**src/rtl/ws2811_pkg.sv**
```systemverilog
// ============================================================================
//  ws2811_pkg
//  Shared state encoding, 50 MHz timing defaults and GRB packing for WS2811.
//  Revision: 1.0
// ============================================================================
`default_nettype none

package ws2811_pkg;

    typedef enum logic [1:0] {
        ST_IDLE  = 2'd0,
        ST_PRIME = 2'd1,
        ST_SEND  = 2'd2,
        ST_GAP   = 2'd3
    } state_t;

    localparam int DEF_NUM_LEDS     = 64;
    localparam int DEF_FETCH_CYCLES = 32;
    localparam int DEF_T0H          = 20;
    localparam int DEF_T1H          = 40;
    localparam int DEF_TBIT         = 63;
    localparam int DEF_TRESET       = 3000;

    localparam int BITS_PER_PIXEL   = 24;

    // Wire order on the string is green, red, blue, each MSB first.
    function automatic logic [BITS_PER_PIXEL-1:0] pack_grb(
        input logic [7:0] r,
        input logic [7:0] g,
        input logic [7:0] b
    );
        return {g, r, b};
    endfunction

endpackage

`default_nettype wire

```
**src/rtl/ws2811_bit_encoder.sv**
```systemverilog
// ============================================================================
//  ws2811_bit_encoder
//  NRZ pulse-width encoder: one TBIT-long bit cell per bit while go is high.
//  Revision: 1.0
// ============================================================================
`default_nettype none

module ws2811_bit_encoder
    import ws2811_pkg::*;
#(
    parameter int T0H  = DEF_T0H,
    parameter int T1H  = DEF_T1H,
    parameter int TBIT = DEF_TBIT
) (
    input  logic clk,
    input  logic reset_n,
    input  logic bit_i,
    input  logic go_i,
    output logic dout_o,
    output logic bit_end_o
);

    localparam int CW = $clog2(TBIT);
    localparam logic [CW-1:0] C_T0H  = CW'(T0H);
    localparam logic [CW-1:0] C_T1H  = CW'(T1H);
    localparam logic [CW-1:0] C_LAST = CW'(TBIT - 1);

    logic [CW-1:0] cnt_q;
    logic [CW-1:0] cnt_d;
    logic [CW-1:0] w_high;

    assign w_high    = bit_i ? C_T1H : C_T0H;
    assign bit_end_o = go_i && (cnt_q == C_LAST);
    assign dout_o    = go_i && (cnt_q < w_high);

    // Timer parks at zero whenever go drops so the next cell starts cleanly.
    always_comb begin
        cnt_d = cnt_q;
        if (!go_i || bit_end_o) begin
            cnt_d = '0;
        end else begin
            cnt_d = cnt_q + 1'b1;
        end
    end

    always_ff @(posedge clk or negedge reset_n) begin
        if (!reset_n) begin
            cnt_q <= '0;
        end else begin
            cnt_q <= cnt_d;
        end
    end

endmodule

`default_nettype wire

```
**src/rtl/ws2811_transmitter.sv**
```systemverilog
// ============================================================================
//  ws2811_transmitter
//  Frame sequencer: pixel fetch, shadow prefetch, GRB serialisation, reset gap.
//  Option macro WS2811_AUTO_REFRESH_EN: GAP restarts the next frame directly.
//  Revision: 1.0
// ============================================================================
`default_nettype none

module ws2811_transmitter
    import ws2811_pkg::*;
#(
    parameter int NUM_LEDS     = DEF_NUM_LEDS,
    parameter int FETCH_CYCLES = DEF_FETCH_CYCLES,
    parameter int T0H          = DEF_T0H,
    parameter int T1H          = DEF_T1H,
    parameter int TBIT         = DEF_TBIT,
    parameter int TRESET       = DEF_TRESET
) (
    input  logic       clk,
    input  logic       reset_n,
    input  logic       start,
    input  logic [7:0] red,
    input  logic [7:0] green,
    input  logic [7:0] blue,
    output logic [7:0] ledindex,
    output logic       dout,
    output logic       busy,
    output logic       frame_done
);

    localparam int FW = $clog2(FETCH_CYCLES + 1);
    localparam int GW = $clog2(TRESET + 1);
    localparam logic [FW-1:0] C_FETCH_LAST = FW'(FETCH_CYCLES - 1);
    localparam logic [GW-1:0] C_GAP_END    = GW'(TRESET);
    localparam logic [7:0]    C_LAST_PIX   = 8'(NUM_LEDS - 1);
    localparam logic [4:0]    C_TOP_BIT    = 5'(BITS_PER_PIXEL - 1);

    state_t                      state_q,      state_d;
    logic [7:0]                  ledindex_q,   ledindex_d;
    logic [7:0]                  px_q,         px_d;
    logic [FW-1:0]               fetch_cnt_q,  fetch_cnt_d;
    logic                        fetch_act_q,  fetch_act_d;
    logic [BITS_PER_PIXEL-1:0]   shadow_q,     shadow_d;
    logic                        shadow_vld_q, shadow_vld_d;
    logic [BITS_PER_PIXEL-1:0]   shift_q,      shift_d;
    logic [4:0]                  bitcnt_q,     bitcnt_d;
    logic                        wait_q,       wait_d;
    logic [GW-1:0]               gap_cnt_q,    gap_cnt_d;

    logic w_go;
    logic w_bit_end;
    logic w_fetch_done;
    logic w_last;
    logic w_more;
    logic w_pixel_end;

    assign w_go         = (state_q == ST_SEND) && !wait_q;
    assign w_fetch_done = fetch_act_q && (fetch_cnt_q == C_FETCH_LAST);
    assign w_last       = (px_q == C_LAST_PIX);
    assign w_more       = (ledindex_q < C_LAST_PIX);
    assign w_pixel_end  = w_bit_end && (bitcnt_q == 5'd0);

    assign ledindex   = ledindex_q;
    assign busy       = (state_q != ST_IDLE);
    assign frame_done = (state_q == ST_GAP) && (gap_cnt_q == C_GAP_END);

    ws2811_bit_encoder #(
        .T0H  (T0H),
        .T1H  (T1H),
        .TBIT (TBIT)
    ) u_enc (
        .clk       (clk),
        .reset_n   (reset_n),
        .bit_i     (shift_q[BITS_PER_PIXEL-1]),
        .go_i      (w_go),
        .dout_o    (dout),
        .bit_end_o (w_bit_end)
    );

    always_comb begin
        state_d      = state_q;
        ledindex_d   = ledindex_q;
        px_d         = px_q;
        fetch_cnt_d  = fetch_cnt_q;
        fetch_act_d  = fetch_act_q;
        shadow_d     = shadow_q;
        shadow_vld_d = shadow_vld_q;
        shift_d      = shift_q;
        bitcnt_d     = bitcnt_q;
        wait_d       = wait_q;
        gap_cnt_d    = gap_cnt_q;

        // Fetch runs independently of the serialiser; PRIME overrides its capture.
        if (fetch_act_q) begin
            if (w_fetch_done) begin
                shadow_d     = pack_grb(red, green, blue);
                shadow_vld_d = 1'b1;
                fetch_act_d  = 1'b0;
            end else begin
                fetch_cnt_d = fetch_cnt_q + 1'b1;
            end
        end

        unique case (state_q)
            ST_IDLE: begin
                if (start) begin
                    state_d      = ST_PRIME;
                    ledindex_d   = 8'd0;
                    fetch_cnt_d  = '0;
                    fetch_act_d  = 1'b1;
                    shadow_vld_d = 1'b0;
                end
            end
            ST_PRIME: begin
                if (w_fetch_done) begin
                    shift_d      = pack_grb(red, green, blue);
                    bitcnt_d     = C_TOP_BIT;
                    px_d         = 8'd0;
                    shadow_vld_d = 1'b0;
                    state_d      = ST_SEND;
                    if (w_more) begin
                        ledindex_d  = ledindex_q + 8'd1;
                        fetch_cnt_d = '0;
                        fetch_act_d = 1'b1;
                    end
                end
            end
            ST_SEND: begin
                if (wait_q || w_pixel_end) begin
                    if (w_last && !wait_q) begin
                        state_d   = ST_GAP;
                        gap_cnt_d = '0;
                    end else if (shadow_vld_q) begin
                        shift_d      = shadow_q;
                        bitcnt_d     = C_TOP_BIT;
                        px_d         = px_q + 8'd1;
                        shadow_vld_d = 1'b0;
                        wait_d       = 1'b0;
                        if (w_more) begin
                            ledindex_d  = ledindex_q + 8'd1;
                            fetch_cnt_d = '0;
                            fetch_act_d = 1'b1;
                        end
                    end else begin
                        // Prefetch late: hold the line low until the shadow fills.
                        wait_d = 1'b1;
                    end
                end else if (w_bit_end) begin
                    shift_d  = {shift_q[BITS_PER_PIXEL-2:0], 1'b0};
                    bitcnt_d = bitcnt_q - 5'd1;
                end
            end
            ST_GAP: begin
                if (gap_cnt_q == C_GAP_END) begin
`ifdef WS2811_AUTO_REFRESH_EN
                    state_d      = ST_PRIME;
                    ledindex_d   = 8'd0;
                    fetch_cnt_d  = '0;
                    fetch_act_d  = 1'b1;
                    shadow_vld_d = 1'b0;
`else
                    state_d      = ST_IDLE;
`endif
                end else begin
                    gap_cnt_d = gap_cnt_q + 1'b1;
                end
            end
            default: state_d = ST_IDLE;
        endcase
    end

    always_ff @(posedge clk or negedge reset_n) begin
        if (!reset_n) begin
            state_q      <= ST_IDLE;
            ledindex_q   <= 8'd0;
            px_q         <= 8'd0;
            fetch_cnt_q  <= '0;
            fetch_act_q  <= 1'b0;
            shadow_q     <= '0;
            shadow_vld_q <= 1'b0;
            shift_q      <= '0;
            bitcnt_q     <= 5'd0;
            wait_q       <= 1'b0;
            gap_cnt_q    <= '0;
        end else begin
            state_q      <= state_d;
            ledindex_q   <= ledindex_d;
            px_q         <= px_d;
            fetch_cnt_q  <= fetch_cnt_d;
            fetch_act_q  <= fetch_act_d;
            shadow_q     <= shadow_d;
            shadow_vld_q <= shadow_vld_d;
            shift_q      <= shift_d;
            bitcnt_q     <= bitcnt_d;
            wait_q       <= wait_d;
            gap_cnt_q    <= gap_cnt_d;
        end
    end

    a_no_stall: assert property (@(posedge clk) disable iff (!reset_n)
        !((state_q == ST_SEND) && !wait_q && w_pixel_end && !w_last && !shadow_vld_q));

endmodule

`default_nettype wire

```
**config.mk**
```make
export PLATFORM = sky130hd
export DESIGN_NAME = ws2811_transmitter
export DESIGN_NICKNAME = d
export VERILOG_FILES = /design/src/rtl/ws2811_pkg.sv /design/src/rtl/ws2811_bit_encoder.sv /design/src/rtl/ws2811_transmitter.sv
export SDC_FILE = /design/constraint.sdc
export NUM_CORES = 1
export LEC_CHECK = 0
export CORE_MARGIN = 2
export CORE_UTILIZATION = 45
export CTS_CLUSTER_DIAMETER = 150
export DETAILED_ROUTE_END_ITERATION = 10
export MAX_ROUTING_LAYER = met4
export SLEW_MARGIN = 20
export SYNTH_ARGS = -nofsm -noshare
export SYNTH_HDL_FRONTEND = slang
export SYNTH_SLANG_ARGS = --single-unit
```
**constraint.sdc**
```tcl
create_clock -name clk -period 2.9 [get_ports clk]
set_clock_uncertainty 0.15 [all_clocks]
set_input_delay 0.58 -clock clk [delete_from_list [all_inputs] [get_ports clk]]
set_output_delay 0.58 -clock clk [all_outputs]
set_load 0.02 [all_outputs]
```
After elaboration in Yosys (flattened, before gate mapping)
Index checks and enable logic that the tools add are counted.
{"block": "classes", "addsub": 6, "order_cmp": 2, "eq_ne": 18, "n_mux": 63, "n_bitwise": 1, "n_reduce_logical": 24}
{"op": "$mux W24", "n": 5}
{"op": "$mux W8", "n": 10}
{"op": "$mux W6", "n": 10}
{"op": "$pmux W24 S2", "n": 1}
{"op": "$mux W12", "n": 3}
{"op": "$mux W5", "n": 5}
{"op": "$pmux W12 S2", "n": 1}
{"op": "$pmux W8 S3", "n": 1}
{"op": "$pmux W6 S3", "n": 1}
{"op": "$add A8 B1 Y8 const B", "n": 2}
{"op": "$mux W1", "n": 16}
{"op": "$pmux W8 S2", "n": 1}
{"op": "$reduce_and A5 Y1", "n": 3}
{"op": "$add A12 B1 Y12 const B", "n": 1}
{"op": "$add A6 B1 Y6 const B", "n": 2}
{"op": "$eq A12 B12 Y1 const B", "n": 1}
{"op": "$mux W2", "n": 5}
{"op": "$ne A2 B2 Y1 const B", "n": 5}
{"op": "$pmux W5 S2", "n": 1}
{"op": "$eq A8 B6 Y1 const B", "n": 1}
{"op": "$lt A8 B6 Y1 const B", "n": 1}
{"op": "$pmux W2 S4", "n": 1}
{"op": "$logic_and A1 B1 Y1", "n": 7}
{"op": "$eq A6 B5 Y1 const B", "n": 1}
{"op": "20 further kinds", "n": 29}
{"block": "word_totals", "ff_bits": 98, "elab_cells": 126}

Depth between registers and ports, before layout
Gate-level depths: netlist (run 1).
{"block": "logic_depth", "depth_word": 9, "ltp_mapped": 10, "mapped_depth_nobuf": 7}

By module
Synthesis (run 1) repeated with hierarchy kept, for this count alone.
{"block": "hier_totals", "hier_cells": 565, "hier_area_um2": 5310.1}
{"module": "ws2811_transmitter", "instances": 1, "cells_per_inst": 528, "area_per_inst_um2": 4949.7}
{"module": "ws2811_bit_encoder", "instances": 1, "cells_per_inst": 37, "area_per_inst_um2": 360.3}

Worst setup path before layout (run 1)
Ideal clock, no wire load.
{"block": "synth_timing", "path_kind": "flip-flop to flip-flop", "start": "register ledindex_q[0] (netlist: ledindex[0])", "end": "register ledindex_q[4] (netlist: ledindex[4])", "setup_time_ns": 0.096, "arrival_time_ns": 2.129, "slack_ns": 0.525, "stages_incl_launch_ff": 7, "n_path_buf": 0, "path_cell_list": "dfrtp_1 > ha_1 > and3_1 > a311oi_2 > o211ai_1 > or3_1 > o31ai_1"}
{"block": "synth_between", "elab_chain_len": 6}
{"element": "from (decl)", "line": "ws2811_transmitter.sv:39", "source": "logic [7:0] ledindex_q, ledindex_d;"}
{"element": "from (signal assigned)", "line": "ws2811_transmitter.sv:187", "source": "ledindex_q <= ledindex_d;"}
{"element": "$add A8 B1 Y8 or $lt A8 B6 Y1 (tied branches)", "line": "ws2811_transmitter.sv:122, ws2811_transmitter.sv:140, ws2811_transmitter.sv:60"}
{"element": "$mux W8 *", "line": "ws2811_transmitter.sv:121, ws2811_transmitter.sv:139"}
{"element": "$mux W8", "line": "ws2811_transmitter.sv:133", "source": "end else if (shadow_vld_q) begin"}
{"element": "$mux W8", "line": "ws2811_transmitter.sv:130", "source": "if (w_last && !wait_q) begin"}
{"element": "$mux W8", "line": "ws2811_transmitter.sv:129", "source": "if (wait_q || w_pixel_end) begin"}
{"element": "$pmux W8 S3 *", "line": "ws2811_transmitter.sv:104", "source": "unique case (state_q)"}
Every way passes the cells marked *; elsewhere a longest branch is shown, timed or not. The select of a mux whose other input is x is not followed.
A chain may end at the register's enable or synchronous reset.

Worst setup path after layout (run 1)
{"block": "layout_timing", "start": "register shift_q[23]", "end": "output dout"}
{"block": "layout_between", "elab_chain_len": 3}
{"element": "from (decl)", "line": "ws2811_transmitter.sv:45", "source": "logic [BITS_PER_PIXEL-1:0] shift_q, shift_d;"}
{"element": "from (signal assigned)", "line": "ws2811_transmitter.sv:193", "source": "shift_q <= shift_d;"}
{"element": "$mux W6", "line": "ws2811_bit_encoder.sv:32", "source": "assign w_high = bit_i ? C_T1H : C_T0H;"}
{"element": "$lt A6 B6 Y1", "line": "ws2811_bit_encoder.sv:34", "source": "assign dout_o = go_i && (cnt_q < w_high);"}
{"element": "$logic_and A1 B1 Y1", "line": "ws2811_bit_encoder.sv:34"}
{"element": "to (decl)", "line": "ws2811_transmitter.sv:26", "source": "output logic dout,"}
Every way passes these cells.

==> flow_summary.yaml, run 1 <==
outcome:
  outcome: "finished, final reports clean"
synth:
  muxShareOfSynthArea_pct: 10.8
  syn_avg_cell_area_um2: 9.85
  synth.distinct_cells: 64
  yosysMostFrequentCell: "dfrtp_1"
  synth_fp_nets: 590
  synth_compound_area_share_pct: 14.7
  synthArstFlopShare_pct: 100
  seq_area_frac_synth_pct: 45.6
  synth_top_area_share_pct: 45.6
  synth_ff_type: "dfrtp_1"
  synth_commonest_cells: "98 x dfrtp_1, 73 x nand2_1, 55 x nor2_1"
  netlist_area_mm2: 0.00538
  synth_top_family_by_area: "simple AND/OR/NAND/NOR gates"
  synth_edf_count: 0
  synth-simple-area-share_pct: 20.4
  synth_xor_xnor_area_share_pct: 1.14
  syn_inst: 546
  ys_ff_latch: 98
  yosys.area_share.adder_pct: 3.95
  synth_area_leaders: "dfrtp_1 46%, mux2_2 9.8%, nand2_1 5.1%, ha_1 4.0%, nor2_1 3.8%"
  ys_warn_count: 0
  synth_area_leader_cell: "dfrtp_1"
clock_network:
  clock_sinks: 98
  cts-htree-levels: 3
  cts_root_buf: "clkbuf_16"
  post_cts.repair.setup_buffers: 0
  numCtsBuffers: 9
  cts.clk_slew.worst_paths_ps: 70
  tritoncts: "built"
  clockBufferDepth: 2
  worstSkewPairLatency_ps: 360
placed_design:
  placed_area_mm2: 0.00598
  post-dp-hpwl_um: 8320
  portBuffers: 37
  routabilityCongestion: 0.896
route:
  viasPerCell: 5.74
  dr.pass1.iters: 4
  drt-initial-drc-count: 277
  routedWlPerCell_um: 16.2
  vias: 4233
  drt-total-wl_um: 12000
  drc_errors: 0
  ant_nets: 0
hold_path:
  min_path_type: "primary input to async pin"
run:
  drv_cap: 0
final_layout:
  fin_util_pct: 54.9
  diodes: 0
  design_area_mm2: 0.00635
  fin_nets: 634
  regArea_mm2: 0.00245
  multi_input_area_mm2: 0.00276
  fill_cells: 1009
  final_layout_size_suffix_gt1_share_pct: 17.6
  area_growth_syn_to_layout_pct: 18.0
sta:
  period_share_pct: 95.4
  min_period_ps: 2770
  tightestPinTransition_ps: 646
  relSlewSlack_pct: 56.6
  setup_tns_ps: 0
  drv_slew: 0
  hold_violations: 0
  final-setup-viol-count: 0
  rsz0062_at_grt: "no"
  fmax_mhz: 361
critical_path:
  crit_path_max_fanout: 4
  crit_family: "compound AO/OA/AOI/OAI gates"
  start_kind: "flop"
  crit_buf_inv: 2
  cp_cell_sequence: "inv_1 > ha_1 > o21a_1 > o21ai_0 > nand2b_1 > a211oi_1 > dlygate4sd2_1"
  end_kind: "output port"
  critPathRequiredTime_ps: 2170
  crit_arrival_ps: 2040
  cp.depth: 7
  reg2reg_depth: 7
  slowest_stage: "dfrtp_1"
  slowest_delay_ps: 400
  path_class: "flop to output port"
global_routing:
  gr-total-overflow: 0
  grtUsageMet2_pct: 33.1
  grt_util_met1_pct: 26.2
  grt_antenna_before_repair: 0
  track_usage_pct: 20.8
  grt_pass1_vias: 4333
  grtUsageMet3_pct: 4.18
  grt.busiest_layer: "met2"
  grt_max_degree: 58
  grt_first_pass_wirelength_um: 20800
die:
  ios: 38
  die_w_um: 113
  die_h_um: 113
  core_mm2: 0.0116
  die_area_mm2: 0.0128
  rows: 39
  initial_core_util_pct: 46.5
pwr:
  peakVddDrop_mv: 0.407
  leakage_nw: 2.81
  finalPower_w: 0.00292
  powerDensity_mw_per_mm2: 459
[final cells by class]
cell class,count,area share (%)
multi-input combinational,407,43.4
sequential,98,38.6
timing repair buffer,57,8.58
clock buffer,9,3.55
tap,143,2.82
clock inverter,7,1.99
inverter,17,1.01
[logic make-up (layout without fill, tap and decap cells)]
kind of cell | after synthesis | after routing
flops | 98 | 98
simple gates | 218 | 218
compound gates | 113 | 113
buf+inv | 41 | 90
xor+xnor | 7 | 7
fa+ha+maj | 17 | 17
mux | 52 | 52
[layout by cell type (no fill, tap or decap), drive strengths merged, types with 2 or more instances in the layout]
| cell | Yosys | routed |
|---|---|---|
| a211o | 3 | 3 |
| a211oi | 2 | 2 |
| a21oi | 17 | 17 |
| a22o | 2 | 2 |
| a31oi | 27 | 27 |
| a41oi | 3 | 3 |
| and3 | 11 | 11 |
| and4 | 3 | 3 |
| buf | 13 | 21 |
| bufinv | 0 | 3 |
| clkbuf | 11 | 9 |
| clkdlybuf4s50 | 0 | 34 |
| clkinv | 0 | 2 |
| dfrtp | 98 | 98 |
| ha | 17 | 17 |
| inv | 17 | 18 |
| mux2 | 48 | 48 |
| mux2i | 4 | 4 |
| nand2 | 74 | 74 |
| nand2b | 4 | 4 |
| nand3 | 24 | 24 |
| nand4 | 7 | 7 |
| nor2 | 55 | 55 |
| nor3 | 7 | 7 |
| nor4 | 4 | 4 |
| nor4b | 2 | 2 |
| o211ai | 5 | 5 |
| o21a | 2 | 2 |
| o21ai | 25 | 25 |
| o221ai | 4 | 4 |
| o31ai | 12 | 12 |
| or2 | 2 | 2 |
| or3 | 13 | 13 |
| or4 | 6 | 6 |
| xnor2 | 3 | 3 |
| xor2 | 4 | 4 |
[metrics by stage]
step | setup WS (ps) | hold slack [ps] | cells
2_1_floorplan | 525 | 134 | 546
3_3_place_gp | 273 | 325 | 722
3_5_place_dp | 219 | 325 | 722
4_1_cts | 49.1 | 101 | 738
5_1_grt | 17.5 | 138 | 738
6_report | 133 | 80.7 | 738
[state kept, by name, indices dropped and copies added, names as in the netlist]
name	flops
state_q	2
ledindex	8
shadow_vld_q	1
u_enc.cnt_q	6
bitcnt_q	5
gap_cnt_q	12
fetch_act_q	1
fetch_cnt_q	6
shadow_q	24
px_q	8
wait_q	1
shift_q	24
[metal layers]
layer  routed length, um  vias to the layer above
met5                   0                        -
met4                 188                        0
met3                 380                       15
met2                5730                       60
met1                5670                     2075
li1                    -                     2083
[timing repair]
action	CTS	global route
endpoints found under the hold margin	0	0
gates resized for setup	2	2
hold buffers	0	0
gates cloned	0	0
pin swaps	0	0
endpoints found under the setup margin	2	1
[power breakdown]
group	internal [W]	leakage, nW	switching (W)
clock network	0.000852	0.168	0.000560
logic	0.0000593	1.37	0.0000538
registers	0.00138	1.27	0.00000869
[final timing paths]
kind	from	endpoint	slack, ps
min in group clk	u_enc.cnt_q[0]$_DFF_PN0_	u_enc.cnt_q[0]$_DFF_PN0_	340
max in group asynchronous	reset_n	px_q[0]$_DFFE_PN0P_	1920
min reg2reg	u_enc.cnt_q[0]$_DFF_PN0_	u_enc.cnt_q[0]$_DFF_PN0_	340
max	shift_q[23]$_DFFE_PN0P_	dout	130
min	reset_n	u_enc.cnt_q[0]$_DFF_PN0_	80
max reg2reg	state_q[0]$_DFFE_PN0P_	px_q[5]$_DFFE_PN0P_	260
Power figures use the tool's default switching activity.
==> inputs of run 2 (changes only) <==
SLEW_MARGIN = not set   (was 20)
==> results of run 2 <==
Same layout as run 1: the final DEF is identical, and so are final timing and power.
==> inputs of run 3 (changes only) <==
CORE_UTILIZATION = 50   (was 45)
PLACE_DENSITY = 0.7   (was not set)
SKIP_CTS_REPAIR_TIMING = 1   (was not set)
==> run 3 against run 2 <==
- sequential share of layout area rose by 1.2 points
- clock power fell by 36%
- largest power group is now sequential cells
- via count rose by 1.2%
- setup slack improved by 78 ps
- worst hold slack got worse by 61 ps
- critical path depth did not move
- routed wire length fell by 1.7%
- register-to-register slack got worse by 50 ps
- design area fell by 3.0%
- non-clock buffer count fell by 3
==> flow_summary.yaml, run 3 (synthesis results as in run 1) <==
global_routing:
  grt_max_degree: 49
  gr-total-overflow: 0
  grt_first_pass_wirelength_um: 20300
  track_usage_pct: 22.4
  grt_antenna_before_repair: 0
  grt_pass1_vias: 4251
pwr:
  p_clk_share_pct: 37.6
  pwr-share-seq_pct: 57.8
  p_int_w: 0.00184
  finalPower_w: 0.00241
  power_switching_w: 0.000561
  powerDensity_mw_per_mm2: 391
  peakVddDrop_mv: 0.372
  leakage_nw: 2.74
  p_comb_share_pct: 4.6
  switching_share_pct: 23.3
route:
  viasPerCell: 5.88
  drt-initial-drc-count: 262
  ant_nets: 0
  drc_errors: 0
  routedWlPerCell_um: 16.2
  drt-total-wl_um: 11800
  vias: 4282
  dr.pass1.iters: 4
critical_path:
  crit_arrival_ps: 2840
  path_class: "flop to flop"
  critPathRequiredTime_ps: 3050
  end_kind: "flop"
  start_kind: "flop"
  crit_path_max_fanout: 21
  r2r_slack_ps: 210
clock_network:
  tritoncts: "built"
  numCtsBuffers: 9
  cts-htree-levels: 3
  cts_root_buf: "clkbuf_8"
  cts.clk_slew.worst_paths_ps: 100
  clockBufferDepth: 2
  worstSkewPairLatency_ps: 370
  clock_sinks: 98
outcome:
  outcome: "finished, final reports clean"
final_layout:
  area_growth_syn_to_layout_pct: 14.5
  final_layout_size_suffix_gt1_share_pct: 17.1
  fin_nets: 631
  final_common_cell: "dfrtp_1"
  final_cell_mix: "98 x dfrtp_1, 73 x nand2_1, 54 x nor2_1, 47 x mux2_2, 34 x clkdlybuf4s50_1"
  reg_top3: "shadow_q: 24 flops, shift_q: 24 flops, gap_cnt_q: 12 flops"
  diodes: 0
die:
  ios: 38
  rows: 37
  initial_core_util_pct: 51.9
  die_w_um: 108
  die_h_um: 108
  die_area_mm2: 0.0116
  core_mm2: 0.0104
sta:
  min_period_ps: 2690
  setup_ws_ps: 211
  rsz0062_at_grt: "no"
  hold-worst-slack_ps: 19.8
  fmax_mhz: 372
  hold_violations: 0
  relSlewSlack_pct: 49.5
  period_share_pct: 92.7
  tightestPinTransition_ps: 758
  setup_tns_ps: 0
  drv_slew: 0
  final-setup-viol-count: 0
run:
  drv_cap: 0
hold_path:
  min_path_type: "primary input to async pin"
placed_design:
  post-dp-hpwl_um: 8230
  portBuffers: 37
  routabilityCongestion: 0.926
  pre_cts_ws_ps: 232
run 3: changes by cell type in the layout (fill, tap and decap cells not counted), sizes merged:
| cell | previous run | this run |
|---|---|---|
| buf | 21 | 18 |
| bufinv | 3 | 1 |
| inv | 18 | 20 |
| dlymetal6s2s | 1 | 2 |
| dlygate4sd2 | 1 | 0 |
run 3: per-stage QoR:
stage          cell area [um^2]  util (%)  cells
2_1_floorplan              5380         -    546
3_3_place_gp               5940      57.3    712
3_5_place_dp               5940      57.3    712
4_1_cts                    6140      59.2    728
5_1_grt                    6160      59.4    728
6_report                   6160      59.4    728
run 3: final cells by class:
type,instances,area [um^2]
Clock buffer,9,124
Clock inverter,7,73.8
Tap cell,136,170
Timing Repair Buffer,54,513
Multi-Input combinational cell,407,2760
Sequential cell,98,2450
Fill cell,911,4210
Inverter,17,63.8
run 3: worst paths after layout:
kind / from / to / depth (start not counted)
min: reset_n / gap_cnt_q[9]$_DFFE_PN0P_ / 1
min in group clk: u_enc.cnt_q[0]$_DFF_PN0_ / u_enc.cnt_q[0]$_DFF_PN0_ / 1
max reg2reg: state_q[0]$_DFFE_PN0P_ / gap_cnt_q[11]$_DFFE_PN0P_ / 7
min reg2reg: u_enc.cnt_q[0]$_DFF_PN0_ / u_enc.cnt_q[0]$_DFF_PN0_ / 1
max in group asynchronous: reset_n / shift_q[4]$_DFFE_PN0P_ / 2
max: state_q[0]$_DFFE_PN0P_ / gap_cnt_q[11]$_DFFE_PN0P_ / 7
run 3: critical path, stage by stage, from the launching register on:
cell      delay, ps
dfrtp_1         420
inv_1           130
ha_2            250
nor4b_4         320
and4_4          310
o221ai_2        310
or4_1           600
a21oi_1         150
run 3: metal layers:
| layer | track usage [%] | vias up | part of all wire, % |
|---|---|---|---|
| met5 | - | - | 0 |
| met4 | 6.78 | 0 | 1.6 |
| met3 | 3.57 | 22 | 3.8 |
| met2 | 36.4 | 80 | 49 |
| met1 | 28.9 | 2106 | 46 |
| li1 | - | 2074 | - |
run 3: power by group through the flow:
stage | registers (W) | clock network (W) | logic, W
2_1_floorplan | 0.00141 | 0 | 0.0000361
3_3_place_gp | 0.00142 | 0 | 0.000111
3_5_place_dp | 0.00142 | 0 | 0.000113
4_1_cts | 0.00139 | 0.000932 | 0.000114
5_1_grt | 0.00139 | 0.000975 | 0.000126
6_report | 0.00139 | 0.000905 | 0.000110
